### src/rtl/frame_pkg.sv
// Shared types and constants for the frame timing monitor and its generator.
package frame_pkg;

  // IDLE wait for sof | SOF measure sof | BODY pri pulses | EOF measure eof
  typedef enum logic [1:0] {IDLE, SOF, BODY, EOF} state_e;

  localparam int ERR_SOF   = 0;
  localparam int ERR_PRIW  = 1;
  localparam int ERR_PRIP  = 2;
  localparam int ERR_EOF   = 3;
  localparam int ERR_CNT   = 4;
  localparam int ERR_TMO   = 5;
  localparam int ERR_RESOF = 6;
  localparam int ERR_W     = 7;

  localparam int DEF_SOF_LEN    = 4;
  localparam int DEF_PRI_HIGH   = 30;
  localparam int DEF_PRI_PERIOD = 100;
  localparam int DEF_PRI_COUNT  = 50;
  localparam int DEF_EOF_LEN    = 13;
  localparam int DEF_MAX_FRAME  = 8192;
  localparam int DEF_CW         = 16;

endpackage

### src/rtl/frame_edge_det.sv
// Registers a strobe and reports its level plus rise/fall against the previous sample.
module frame_edge_det (
  input  logic clk_i,
  input  logic reset_i,
  input  logic x_i,
  output logic level_o,
  output logic rise_o,
  output logic fall_o
);

  logic x_q;
  logic x_prev_q;

  always_ff @(posedge clk_i) begin
    if (reset_i) begin
      x_q      <= 1'b0;
      x_prev_q <= 1'b0;
    end else begin
      x_q      <= x_i;
      x_prev_q <= x_q;
    end
  end

  assign level_o = x_q;
  assign rise_o  = x_q & ~x_prev_q;
  assign fall_o  = ~x_q & x_prev_q;

endmodule

### src/rtl/frame_monitor.sv
// Measures sof/pri/eof timing of each frame and reports a sticky status word per frame.
module frame_monitor
  import frame_pkg::*;
#(
  parameter int SOF_LEN    = DEF_SOF_LEN,
  parameter int PRI_HIGH   = DEF_PRI_HIGH,
  parameter int PRI_PERIOD = DEF_PRI_PERIOD,
  parameter int PRI_COUNT  = DEF_PRI_COUNT,
  parameter int EOF_LEN    = DEF_EOF_LEN,
  parameter int MAX_FRAME  = DEF_MAX_FRAME,
  parameter int CW         = DEF_CW
) (
  input  logic              clk_i,
  input  logic              reset_i,
  input  logic              sof_i,
  input  logic              pri_i,
  input  logic              eof_i,
  output logic              frame_done_o,
  output logic              frame_ok_o,
  output logic [ERR_W-1:0]  frame_err_o,
  output logic [CW-1:0]     pri_count_o,
  output logic [31:0]       frame_len_o
);

  localparam logic [CW-1:0] SOF_LEN_C    = CW'(SOF_LEN);
  localparam logic [CW-1:0] PRI_HIGH_C   = CW'(PRI_HIGH);
  localparam logic [CW-1:0] PRI_PERIOD_C = CW'(PRI_PERIOD);
  localparam logic [CW-1:0] PRI_COUNT_C  = CW'(PRI_COUNT);
  localparam logic [CW-1:0] EOF_LEN_C    = CW'(EOF_LEN);
  localparam logic [31:0]   MAX_C        = 32'(MAX_FRAME);
  localparam logic [CW-1:0] ONE_C        = CW'(1);

  function automatic logic [CW-1:0] sat_inc(input logic [CW-1:0] v);
    return (&v) ? v : v + 1'b1;
  endfunction

  logic sof_lvl, sof_rise, sof_fall;
  logic pri_lvl, pri_rise, pri_fall;
  logic eof_lvl, eof_rise, eof_fall;

  frame_edge_det u_sof (.clk_i(clk_i), .reset_i(reset_i), .x_i(sof_i),
                        .level_o(sof_lvl), .rise_o(sof_rise), .fall_o(sof_fall));
  frame_edge_det u_pri (.clk_i(clk_i), .reset_i(reset_i), .x_i(pri_i),
                        .level_o(pri_lvl), .rise_o(pri_rise), .fall_o(pri_fall));
  frame_edge_det u_eof (.clk_i(clk_i), .reset_i(reset_i), .x_i(eof_i),
                        .level_o(eof_lvl), .rise_o(eof_rise), .fall_o(eof_fall));

  state_e           state_q;
  logic [CW-1:0]    sof_w_q, pw_q, pper_q, eof_w_q, pcnt_q, pcnt_d;
  logic [31:0]      len_q, len_d;
  logic [ERR_W-1:0] err_q, err_d, err_set;
  logic             tmo, resof, report;

  logic             frame_done_q, frame_ok_q;
  logic [ERR_W-1:0] frame_err_q;
  logic [CW-1:0]    pri_count_q;
  logic [31:0]      frame_len_q;

  always_comb begin
    err_set = '0;
    len_d   = (&len_q) ? len_q : len_q + 32'd1;
    tmo     = (state_q != IDLE) && (len_d >= MAX_C);
    resof   = ((state_q == BODY) || (state_q == EOF)) && sof_rise;
    pcnt_d  = ((state_q == BODY) && pri_rise) ? sat_inc(pcnt_q) : pcnt_q;
    case (state_q)
      SOF: if (sof_fall && (sof_w_q != SOF_LEN_C)) err_set[ERR_SOF] = 1'b1;
      BODY: begin
        // The first rise has no predecessor, so its period is not checked.
        if (pri_rise && (pcnt_q != '0) && (pper_q != PRI_PERIOD_C)) err_set[ERR_PRIP] = 1'b1;
        if (pri_fall && (pw_q != PRI_HIGH_C)) err_set[ERR_PRIW] = 1'b1;
        if (eof_rise && pri_lvl) err_set[ERR_PRIW] = 1'b1;
      end
      EOF: if (eof_fall) begin
        if (eof_w_q != EOF_LEN_C) err_set[ERR_EOF] = 1'b1;
        if (pcnt_q != PRI_COUNT_C) err_set[ERR_CNT] = 1'b1;
      end
      default: ;
    endcase
    if (resof) err_set[ERR_RESOF] = 1'b1;
    if (tmo)   err_set[ERR_TMO]   = 1'b1;
    err_d  = err_q | err_set;
    report = resof || tmo || ((state_q == EOF) && eof_fall);
  end

  always_ff @(posedge clk_i) begin
    if (reset_i) begin
      state_q      <= IDLE;
      sof_w_q      <= '0;
      pw_q         <= '0;
      pper_q       <= '0;
      eof_w_q      <= '0;
      pcnt_q       <= '0;
      len_q        <= '0;
      err_q        <= '0;
      frame_done_q <= 1'b0;
      frame_ok_q   <= 1'b0;
      frame_err_q  <= '0;
      pri_count_q  <= '0;
      frame_len_q  <= '0;
    end else begin
      frame_done_q <= report;
      err_q        <= err_d;
      pcnt_q       <= pcnt_d;
      if (report) begin
        frame_err_q <= err_d;
        frame_ok_q  <= (err_d == '0);
        pri_count_q <= pcnt_d;
        frame_len_q <= len_d;
      end
      if (state_q != IDLE) len_q <= len_d;
      case (state_q)
        IDLE: begin
          sof_w_q <= '0;
          pw_q    <= '0;
          pper_q  <= '0;
          eof_w_q <= '0;
          pcnt_q  <= '0;
          err_q   <= '0;
          len_q   <= '0;
          if (sof_rise) begin
            state_q <= SOF;
            sof_w_q <= ONE_C;
            len_q   <= 32'd1;
          end
        end
        SOF: begin
          if (sof_fall) state_q <= BODY;
          else if (sof_lvl) sof_w_q <= sat_inc(sof_w_q);
        end
        BODY: begin
          pper_q <= pri_rise ? ONE_C : sat_inc(pper_q);
          if (pri_rise) pw_q <= ONE_C;
          else if (pri_lvl) pw_q <= sat_inc(pw_q);
          if (eof_rise) begin
            state_q <= EOF;
            eof_w_q <= ONE_C;
          end
        end
        EOF: begin
          if (eof_lvl) eof_w_q <= sat_inc(eof_w_q);
          if (eof_fall) state_q <= IDLE;
        end
        default: state_q <= IDLE;
      endcase
      // An sof rise inside a frame restarts measurement on the same edge it reports.
      if (resof) begin
        state_q <= SOF;
        sof_w_q <= ONE_C;
        len_q   <= 32'd1;
        err_q   <= '0;
        pcnt_q  <= '0;
        pw_q    <= '0;
        pper_q  <= '0;
        eof_w_q <= '0;
      end else if (tmo) begin
        state_q <= IDLE;
      end
    end
  end

  assign frame_done_o = frame_done_q;
  assign frame_ok_o   = frame_ok_q;
  assign frame_err_o  = frame_err_q;
  assign pri_count_o  = pri_count_q;
  assign frame_len_o  = frame_len_q;

endmodule

### config.mk
export PLATFORM = sky130hd
export DESIGN_NAME = frame_monitor
export DESIGN_NICKNAME = d
export VERILOG_FILES = /design/src/rtl/frame_pkg.sv /design/src/rtl/frame_edge_det.sv /design/src/rtl/frame_monitor.sv
export SDC_FILE = /design/constraint.sdc
export NUM_CORES = 1
export LEC_CHECK = 0
export ABC_AREA = 1
export CORE_MARGIN = 5
export CORE_UTILIZATION = 46
export CTS_CLUSTER_DIAMETER = 30
export CTS_CLUSTER_SIZE = 10
export DETAILED_ROUTE_END_ITERATION = 7
export PLACE_DENSITY_LB_ADDON = 0.1
export SLEW_MARGIN = 30
export SYNTH_ARGS = -nofsm -noshare
export SYNTH_HDL_FRONTEND = slang
export SYNTH_HIERARCHICAL = 1
export SYNTH_SLANG_ARGS = --single-unit
export TNS_END_PERCENT = 50
### constraint.sdc
create_clock -name clk_i -period 2.1 [get_ports clk_i]
set_input_delay 0.42 -clock clk_i [delete_from_list [all_inputs] [get_ports clk_i]]
set_output_delay 0.42 -clock clk_i [all_outputs]
set_load 0.03 [all_outputs]
==> out/metrics.json, run 1 <==
{
  "logic_synthesis": {
    "mappedNetlistArea_sq_um": 9150,
    "syn_nets": 1347,
    "netlist_instances": 1324,
    "postSynthRegisterBits": 184,
    "syn_area_per_cell_sq_um": 6.91,
    "synth_seq_area_share": 0.403,
    "ys_warn_count": 6,
    "ys_types": 40
  },
  "cts": {
    "cts.reportedPaths.clkPinSlew_ns": 0.08,
    "tritoncts.num_buffers": 17,
    "tritoncts": "yes",
    "cts_buffer_depth": 2,
    "root_buffer": "sky130_fd_sc_hd__clkbuf_16",
    "cts.sink_count": 184,
    "cts_hold_buffers": 0,
    "ctsHtreeMaxLevel": 4,
    "insertion_delay_of_the_later_clocked_pin_in_the_worst_skew_pair_ns": 0.44
  },
  "setup_path": {
    "rrSetupSlack_ns": -0.21,
    "crit_path_max_fanout": 18,
    "end_kind": "register",
    "critPathSlowestCell": "sky130_fd_sc_hd__dfxtp_2",
    "worst_flop_to_flop_path_endpoint": "frame_len_o[3]",
    "setup.worst_path.class": "reg2reg",
    "critPathTopFamily": "simple AND/OR/NAND/NOR gates",
    "crit_top_cell": "sky130_fd_sc_hd__nand2_1",
    "startpoint_type": "register",
    "slowest_delay_ns": 0.37,
    "arrival_ns": 2.64,
    "reg2regPathDepth": 17,
    "buffers_plus_inverters_on_the_worst_setup_path": 2,
    "r2r-start": "len_q[14]",
    "cp.required_ns": 2.43,
    "crit_path_cell_trace": "nand2_1 > nor2_2 > buf_4 > nand2_1 > nor2_2 > nand2_1 > nand2_1 > nand3_2 > nor2_4 > nand2_2 > nor2_4 > nand3_4 > nand2_8 > nand2_8 > buf_12 > nand3b_1 > nand2_1"
  },
  "status": {
    "outcome": "complete, but fails checks",
    "violations": "setup timing"
  },
  "timing": {
    "final_critical_delay_including_setup_and_external_delays_ns": 2.31,
    "maxClockFrequency_mhz": 433,
    "final.period_utilization": 1.10,
    "finClkSkew_ns": 0.0154,
    "setup_violations": 60,
    "finalHoldViolations": 0,
    "setup-tns-final_ns": -10.13,
    "final_critical_path_setup_slack_ns": -0.210,
    "worst-slew-pin-transition_ns": 0.390,
    "rsz0062_at_grt": "yes",
    "max-slew-margin-rel": 0.740,
    "slew_viol_final": 0
  },
  "power_and_ir_drop": {
    "power.density_nw_per_um2": 705,
    "power.total_w": 0.00889,
    "vdd.ir_drop.worst_v": 0.000623,
    "p_leak_nw": 5.22
  },
  "die": {
    "start_util": 0.469,
    "die_area_sq_um": 22800,
    "die_height_um": 151,
    "ioPinCount": 62,
    "dieWidth_um": 151,
    "core_area_sq_um": 19500,
    "placementRows": 51
  },
  "layout": {
    "finish.net_count": 1554,
    "post_route_cells_drive_above_1_share": 0.240,
    "fillers": 1744,
    "diodes": 0,
    "seq_cell_area_sq_um": 3730,
    "post_layout_nonfiller_instances": 1809,
    "final_util": 0.645,
    "layout-area-overhead-vs-synth_pct": 37.7,
    "multiInputGateArea_sq_um": 5280
  },
  "grt": {
    "grt_util_all_layers": 0.222,
    "first_global_vias": 8499,
    "number_of_antenna_violations_at_the_first_check_in_global_routing": 0,
    "grt_overflow": 0,
    "grt_pass1_wl_mm": 41.1,
    "grt_start_max_net_pins": 57
  },
  "hold_path": {
    "hold_start": "err_q[0]",
    "hold_path_end": "err_q[0]",
    "min-delay-path-class": "reg2reg",
    "hold_path_depth": 2
  },
  "place": {
    "finalWeightedCongestion": 0.910,
    "dpl.cell_count": 1754,
    "place.detailed.hpwl_mm": 18.4,
    "pre_cts_worst_setup_slack_ns": -0.330,
    "io_buffers": 61
  },
  "detailed_routing": {
    "dr.first_iter.drc_count": 508,
    "antenna_left": 0,
    "avgRoutedWirePerCell_um": 14.3,
    "routed_wirelength_mm": 25.9,
    "drtPass1Iterations": 5,
    "vias": 9372,
    "drc_errors": 0,
    "drt-vias-per-instance": 5.18
  },
  "job": {
    "maxcap_violations": 0
  }
}
[cells in the mapped netlist]
cell | instances | area, sq um
sky130_fd_sc_hd__nand2_1 | 292 | 1100
sky130_fd_sc_hd__dfxtp_1 | 184 | 3680
sky130_fd_sc_hd__nor2_1 | 177 | 664
sky130_fd_sc_hd__inv_1 | 159 | 597
sky130_fd_sc_hd__nand3_1 | 103 | 515
sky130_fd_sc_hd__nand4_1 | 80 | 500
sky130_fd_sc_hd__a21oi_1 | 66 | 330
sky130_fd_sc_hd__o21ai_0 | 44 | 220
sky130_fd_sc_hd__nor3_1 | 38 | 190
sky130_fd_sc_hd__xor2_1 | 28 | 245
sky130_fd_sc_hd__clkbuf_1 | 27 | 101
sky130_fd_sc_hd__nand3b_1 | 24 | 180
sky130_fd_sc_hd__ha_1 | 18 | 225
sky130_fd_sc_hd__nor4_1 | 15 | 93.8
sky130_fd_sc_hd__buf_2 | 7 | 35.0
sky130_fd_sc_hd__nor2_2 | 6 | 37.5
sky130_fd_sc_hd__a31oi_1 | 5 | 31.3
sky130_fd_sc_hd__buf_6 | 5 | 56.3
sky130_fd_sc_hd__xnor2_1 | 5 | 43.8
sky130_fd_sc_hd__nor3b_1 | 4 | 30.0
sky130_fd_sc_hd__a211oi_1 | 3 | 22.5
sky130_fd_sc_hd__and3_1 | 3 | 18.8
sky130_fd_sc_hd__nand3_2 | 3 | 30.0
sky130_fd_sc_hd__o21a_1 | 3 | 22.5
sky130_fd_sc_hd__or2_2 | 3 | 18.8
sky130_fd_sc_hd__and2_1 | 2 | 12.5
sky130_fd_sc_hd__buf_1 | 2 | 7.51
sky130_fd_sc_hd__inv_2 | 2 | 7.51
sky130_fd_sc_hd__nand2_2 | 2 | 12.5
sky130_fd_sc_hd__nand2_4 | 2 | 22.5
sky130_fd_sc_hd__o211ai_1 | 2 | 15.0
sky130_fd_sc_hd__o31ai_1 | 2 | 15.0
sky130_fd_sc_hd__a221oi_1 | 1 | 8.76
sky130_fd_sc_hd__buf_4 | 1 | 7.51
sky130_fd_sc_hd__clkinv_1 | 1 | 3.75
sky130_fd_sc_hd__o211a_1 | 1 | 10.0
sky130_fd_sc_hd__o21ai_1 | 1 | 5.00
sky130_fd_sc_hd__o221a_2 | 1 | 11.3
sky130_fd_sc_hd__o22ai_2 | 1 | 12.5
sky130_fd_sc_hd__o31a_1 | 1 | 8.76
[where the power goes]
group	leakage [nW]	switching, W	internal (W)
clock	0.274	0.00160	0.00159
sequential	1.50	0.0000821	0.00359
combinational	3.45	0.00120	0.000834
total	5.22	0.00288	0.00601
[kinds of logic (layout without fill, tap and decap cells)]
logic type      after synthesis  count (layout)  share of synthesized area
simple gates                754             754                      0.374
buf+inv                     204             424                     0.0892
flops                       184             184                      0.403
compound gates              131             131                     0.0779
fa+ha+maj                    18              18                     0.0246
xor+xnor                     33              33                     0.0316
[final cells by class]
type | count | area share
clock buffers | 17 | 0.0338
clock inverters | 15 | 0.0129
inverters | 162 | 0.0489
multi-input cells | 936 | 0.419
flip-flops and latches | 184 | 0.296
well taps | 265 | 0.0263
repair buffers | 230 | 0.163
[layout by cell type (no fill, tap or decap), types with 5 or more instances in the layout]
master                              n
sky130_fd_sc_hd__nor2_1           129
sky130_fd_sc_hd__clkdlybuf4s50_1   61
sky130_fd_sc_hd__nor3_1            35
sky130_fd_sc_hd__nand3b_1          24
sky130_fd_sc_hd__ha_1              14
sky130_fd_sc_hd__a31oi_1            5
sky130_fd_sc_hd__dfxtp_4            8
sky130_fd_sc_hd__dfxtp_2           17
sky130_fd_sc_hd__xnor2_1            5
sky130_fd_sc_hd__buf_6              5
sky130_fd_sc_hd__inv_2              7
sky130_fd_sc_hd__nand4_1           80
sky130_fd_sc_hd__a21oi_1           63
sky130_fd_sc_hd__dfxtp_1          159
sky130_fd_sc_hd__buf_4            151
sky130_fd_sc_hd__inv_1            150
sky130_fd_sc_hd__nor4_1            13
sky130_fd_sc_hd__nand2_2           24
sky130_fd_sc_hd__nand3_4            8
sky130_fd_sc_hd__buf_12             8
sky130_fd_sc_hd__xor2_1            28
sky130_fd_sc_hd__nor2_2            31
sky130_fd_sc_hd__nor2_4            23
sky130_fd_sc_hd__nand2_1          266
sky130_fd_sc_hd__nand3_1           74
sky130_fd_sc_hd__nand3_2           24
sky130_fd_sc_hd__o21ai_0           41
sky130_fd_sc_hd__clkbuf_16         19
[state kept, by name, indices dropped and copies added (netlist names)]
| name | count |
|---|---|
| u_eof/level_o | 1 |
| eof_w_q | 16 |
| pper_q | 16 |
| u_pri/x_prev_q | 1 |
| pri_count_o | 16 |
| u_sof/x_prev_q | 1 |
| frame_done_o | 1 |
| pcnt_q | 16 |
| u_eof/x_prev_q | 1 |
| sof_w_q | 16 |
| len_q | 32 |
| frame_len_o | 32 |
| pw_q | 16 |
| u_pri/level_o | 1 |
| err_q | 7 |
| u_sof/level_o | 1 |
| frame_err_o | 7 |
| state_q | 2 |
| frame_ok_o | 1 |
[worst max path at each step]
| stage | from | end | slack (ns) | depth (start not counted) |
|---|---|---|---|---|
| after floorplan | state_q[0] | eof_w_q[10] | -0.003 | 11 |
| after global placement | len_q[2] | pri_count_o[7] | -0.33 | 17 |
| after detailed placement | len_q[2] | pri_count_o[13] | -0.33 | 17 |
| after CTS | len_q[1] | frame_len_o[3] | -0.16 | 17 |
| after global routing | len_q[14] | frame_len_o[3] | -0.36 | 17 |
| final | len_q[14] | frame_len_o[3] | -0.21 | 17 |
[tightest hold or removal path: stages (launching register included)]
cell and delay, ns:
sky130_fd_sc_hd__dfxtp_1 0.30, sky130_fd_sc_hd__inv_1 0.05, sky130_fd_sc_hd__a21oi_1 0.06
[layer usage]
metal,vias up,global-route usage,wire (um)
met4,0,0.0589,521
met5,-,0,0
li1,4771,-,-
met2,210,0.366,12400
met1,4341,0.305,11900
met3,50,0.0356,1090
[what timing repair did]
action	4_1_cts	5_1_grt
pin swaps	8	41
setup buffers	7	14
cloned	1	2
gates resized for setup	79	139
setup endpoints to repair	65	158
[through the flow]
step | hold WS, ns | area [sq um]
2_1_floorplan | 0.426 | 9170
3_3_place_gp | 0.442 | 11100
3_5_place_dp | 0.444 | 11100
4_1_cts | 0.456 | 12000
5_1_grt | 0.480 | 12600
6_report | 0.456 | 12600
Note: power is estimated with default switching activity, not from simulation.
==> run 2, diff against run 1 <==
--- a/config.mk
+++ b/config.mk
@@ -12,6 +12,7 @@
 export CTS_CLUSTER_SIZE = 10
 export DETAILED_ROUTE_END_ITERATION = 7
 export PLACE_DENSITY_LB_ADDON = 0.1
+export SETUP_SLACK_MARGIN = 0.02
 export SLEW_MARGIN = 30
 export SYNTH_ARGS = -nofsm -noshare
 export SYNTH_HDL_FRONTEND = slang
==> out/metrics.json, run 2 (same netlist as run 1, synthesis figures left out) <==
{
  "timing": {
    "worst-slew-pin-transition": {"value": 0.397, "unit": "ns", "change": "+0.00766 ns"},
    "rsz0062_at_grt": "yes",
    "final_critical_delay_including_setup_and_external_delays": {"value": 2.29, "unit": "ns", "change": "-0.0157 ns"},
    "finClkSkew": {"value": 0.0154, "unit": "ns", "change": "-0.0000284 ns"},
    "slew_viol_final": {"value": 0, "change": "unchanged"},
    "setup-tns-final": {"value": -9.57, "unit": "ns", "change": "+0.556 ns"},
    "final_critical_path_setup_slack": {"value": -0.194, "unit": "ns", "change": "+0.0157 ns"},
    "setup_violations": {"value": 60, "change": "unchanged"},
    "finalHoldViolations": {"value": 0, "change": "unchanged"},
    "max-slew-margin-rel": {"value": 0.735, "change": "-0.00510"},
    "final.period_utilization": {"value": 1.09, "change": "-0.00746"},
    "maxClockFrequency": {"value": 436, "unit": "MHz", "change": "+0.68%"}
  },
  "die": {
    "die_area": {"value": 22800, "unit": "sq um", "change": "unchanged"},
    "ioPinCount": {"value": 62, "change": "unchanged"},
    "placementRows": {"value": 51, "change": "unchanged"},
    "die_height": {"value": 151, "unit": "um", "change": "unchanged"},
    "start_util": {"value": 0.469, "change": "unchanged"},
    "core_area": {"value": 19500, "unit": "sq um", "change": "unchanged"},
    "dieWidth": {"value": 151, "unit": "um", "change": "unchanged"}
  },
  "setup_path": {
    "crit_path_max_fanout": {"value": 18, "change": "unchanged"},
    "cp.required": {"value": 2.43, "unit": "ns", "change": "about the same"},
    "r2r-start": "len_q[14]",
    "end_kind": "register",
    "worst_flop_to_flop_path_endpoint": "frame_len_o[10]",
    "arrival": {"value": 2.62, "unit": "ns", "change": "-0.02 ns"},
    "rrSetupSlack": {"value": -0.19, "unit": "ns", "change": "+0.02 ns"},
    "reg2regPathDepth": {"value": 18, "change": "+1"},
    "setup.worst_path.class": "reg2reg",
    "startpoint_type": "register"
  },
  "detailed_routing": {
    "detailroute.wirelength.met2": {"value": 12.5, "unit": "mm", "change": "+1.2%"},
    "routed_wirelength": {"value": 26.1, "unit": "mm", "change": "+0.83%"},
    "dr_wl_met3": {"value": 1.07, "unit": "mm", "change": "-1.7%"},
    "vias": {"value": 9329, "change": "-0.46%"},
    "avgRoutedWirePerCell": {"value": 14.4, "unit": "um", "change": "+0.83%"},
    "dr.first_iter.drc_count": {"value": 450, "change": "-11%"},
    "drt-vias-per-instance": {"value": 5.16, "change": "-0.46%"},
    "drtPass1Iterations": {"value": 5, "change": "unchanged"},
    "top_layer_reached_by_signal_wires": "met4",
    "m1WireLength": {"value": 11.7, "unit": "mm", "change": "-1.7%"},
    "drc_errors": {"value": 0, "change": "unchanged"},
    "antenna_left": {"value": 0, "change": "unchanged"}
  },
  "power_and_ir_drop": {
    "power.density": {"value": 707, "unit": "nW/um^2", "change": "+0.29%"},
    "vdd.ir_drop.worst": {"value": 0.000529, "unit": "V", "change": "-15%"},
    "p_leak": {"value": 5.36, "unit": "nW", "change": "+2.6%"}
  },
  "cts": {
    "root_buffer": "sky130_fd_sc_hd__clkbuf_16",
    "insertion_delay_of_the_later_clocked_pin_in_the_worst_skew_pair": {"value": 0.44, "unit": "ns", "change": "about the same"},
    "tritoncts.num_buffers": {"value": 17, "change": "unchanged"},
    "tritoncts": "yes",
    "cts_buffer_depth": {"value": 2, "change": "unchanged"},
    "cts.sink_count": {"value": 184, "change": "unchanged"},
    "ctsHtreeMaxLevel": {"value": 4, "change": "unchanged"},
    "cts.reportedPaths.clkPinSlew": {"value": 0.07, "unit": "ns", "change": "about the same"},
    "cts_hold_buffers": {"value": 0, "change": "unchanged"}
  },
  "grt": {
    "grt_start_max_net_pins": {"value": 58, "change": "+1.8%"},
    "number_of_antenna_violations_at_the_first_check_in_global_routing": {"value": 0, "change": "unchanged"},
    "grt_util_all_layers": {"value": 0.222, "change": "-0.000274"},
    "grt_pass1_wl": {"value": 41.1, "unit": "mm", "change": "about the same"},
    "grt_overflow": {"value": 0, "change": "unchanged"},
    "first_global_vias": {"value": 8625, "change": "+1.5%"}
  },
  "hold_path": {
    "hold_path_depth": {"value": 2, "change": "unchanged"},
    "hold_start": "err_q[3]",
    "hold_path_end": "err_q[3]",
    "min-delay-path-class": "reg2reg"
  },
  "layout": {
    "post_route_cells_drive_above_1_share": {"value": 0.255, "change": "+0.0142"},
    "layout-area-overhead-vs-synth_pct": 38.9,
    "post_layout_nonfiller_instances": {"value": 1809, "change": "unchanged"},
    "finish.net_count": {"value": 1554, "change": "unchanged"},
    "most-common-layout-cells": "sky130_fd_sc_hd__nand2_1, sky130_fd_sc_hd__dfxtp_1, sky130_fd_sc_hd__buf_4, sky130_fd_sc_hd__inv_1, sky130_fd_sc_hd__nor2_1",
    "layout.cells.most_common": "sky130_fd_sc_hd__nand2_1",
    "diodes": {"value": 0, "change": "unchanged"},
    "fillers": {"value": 1737, "change": "-0.40%"}
  },
  "place": {
    "dpl.cell_count": {"value": 1759, "change": "+0.29%"},
    "pre_cts_worst_setup_slack": {"value": -0.293, "unit": "ns", "change": "+0.0366 ns"},
    "finalWeightedCongestion": {"value": 0.941, "change": "+3.4%"},
    "io_buffers": {"value": 61, "change": "unchanged"},
    "place.detailed.hpwl": {"value": 18.5, "unit": "mm", "change": "+0.61%"}
  },
  "status": {
    "outcome": "complete, but fails checks",
    "violations": "setup timing"
  },
  "job": {
    "maxcap_violations": {"value": 0, "change": "unchanged"}
  }
}
[run 2: worst max-delay path: stages (launching register included)]
cell,delay (ns)
sky130_fd_sc_hd__dfxtp_2,0.35
sky130_fd_sc_hd__nand2_2,0.07
sky130_fd_sc_hd__buf_6,0.12
sky130_fd_sc_hd__nor2_4,0.13
sky130_fd_sc_hd__buf_6,0.13
sky130_fd_sc_hd__nand2_4,0.06
sky130_fd_sc_hd__nor2_4,0.12
sky130_fd_sc_hd__nand2_1,0.07
sky130_fd_sc_hd__nand2_2,0.09
sky130_fd_sc_hd__nand3_4,0.06
sky130_fd_sc_hd__nor2_1,0.10
sky130_fd_sc_hd__nand2_1,0.09
sky130_fd_sc_hd__nor2_2,0.13
sky130_fd_sc_hd__nand3_2,0.10
sky130_fd_sc_hd__nand2_4,0.15
sky130_fd_sc_hd__nand2_8,0.10
sky130_fd_sc_hd__buf_12,0.17
sky130_fd_sc_hd__nand3b_1,0.08
sky130_fd_sc_hd__nand2_1,0.05
[run 2: per-stage QoR]
| step | hold WS (ns) | instance area (sq um) | total power [W] | util |
|---|---|---|---|---|
| 6_report | 0.459 | 12700 | 0.00899 | 0.651 |
| 5_1_grt | 0.485 | 12700 | 0.00946 | 0.651 |
| 4_1_cts | 0.458 | 11900 | 0.00886 | 0.608 |
| 3_5_place_dp | 0.447 | 11100 | 0.00565 | 0.571 |
| 3_3_place_gp | 0.443 | 11100 | 0.00565 | 0.571 |
| 2_1_floorplan | 0.426 | 9180 | 0.00478 | - |
[run 2: report_power, final]
group | internal [W] | switching (W)
combinational | 0.000895 | 0.00125
sequential | 0.00358 | 0.0000835
clock | 0.00165 | 0.00152
total | 0.00612 | 0.00286
[run 2: what timing repair did]
item | 4_1_cts | 5_1_grt
endpoints found under the setup margin | 72 | 162
pin swaps | 6 | 51
gates cloned | 0 | 4
gates resized for setup | 49 | 191
buffers inserted | 2 | 12
[run 2: worst max-delay path by stage]
stage,from,endpoint,slack [ns]
floorplan,state_q[0],err_q[4],0.01
global placement,len_q[2],state_q[0],-0.30
detailed placement,len_q[2],state_q[0],-0.29
CTS,len_q[15],frame_err_o[3],-0.12
global route,len_q[18],frame_len_o[3],-0.33
finish,len_q[14],frame_len_o[10],-0.19
[run 2: routing by layer]
metal / GRT usage / vias to the layer above
met4: 0.0771 / 0
met1: 0.294 / 4278
met5: 0 / -
met3: 0.0347 / 63
met2: 0.369 / 206
li1: - / 4782
[run 2: area by class of cell]
class                      instances  area (sq um)  share of cell area
inverter                         162           614              0.0483
timing repair buffer             230          2100               0.166
tap                              265           332              0.0261
clock inverter                    12           125             0.00985
multi-input combinational        936          5340               0.420
clock buffer                      20           457              0.0359
sequential                       184          3740               0.294
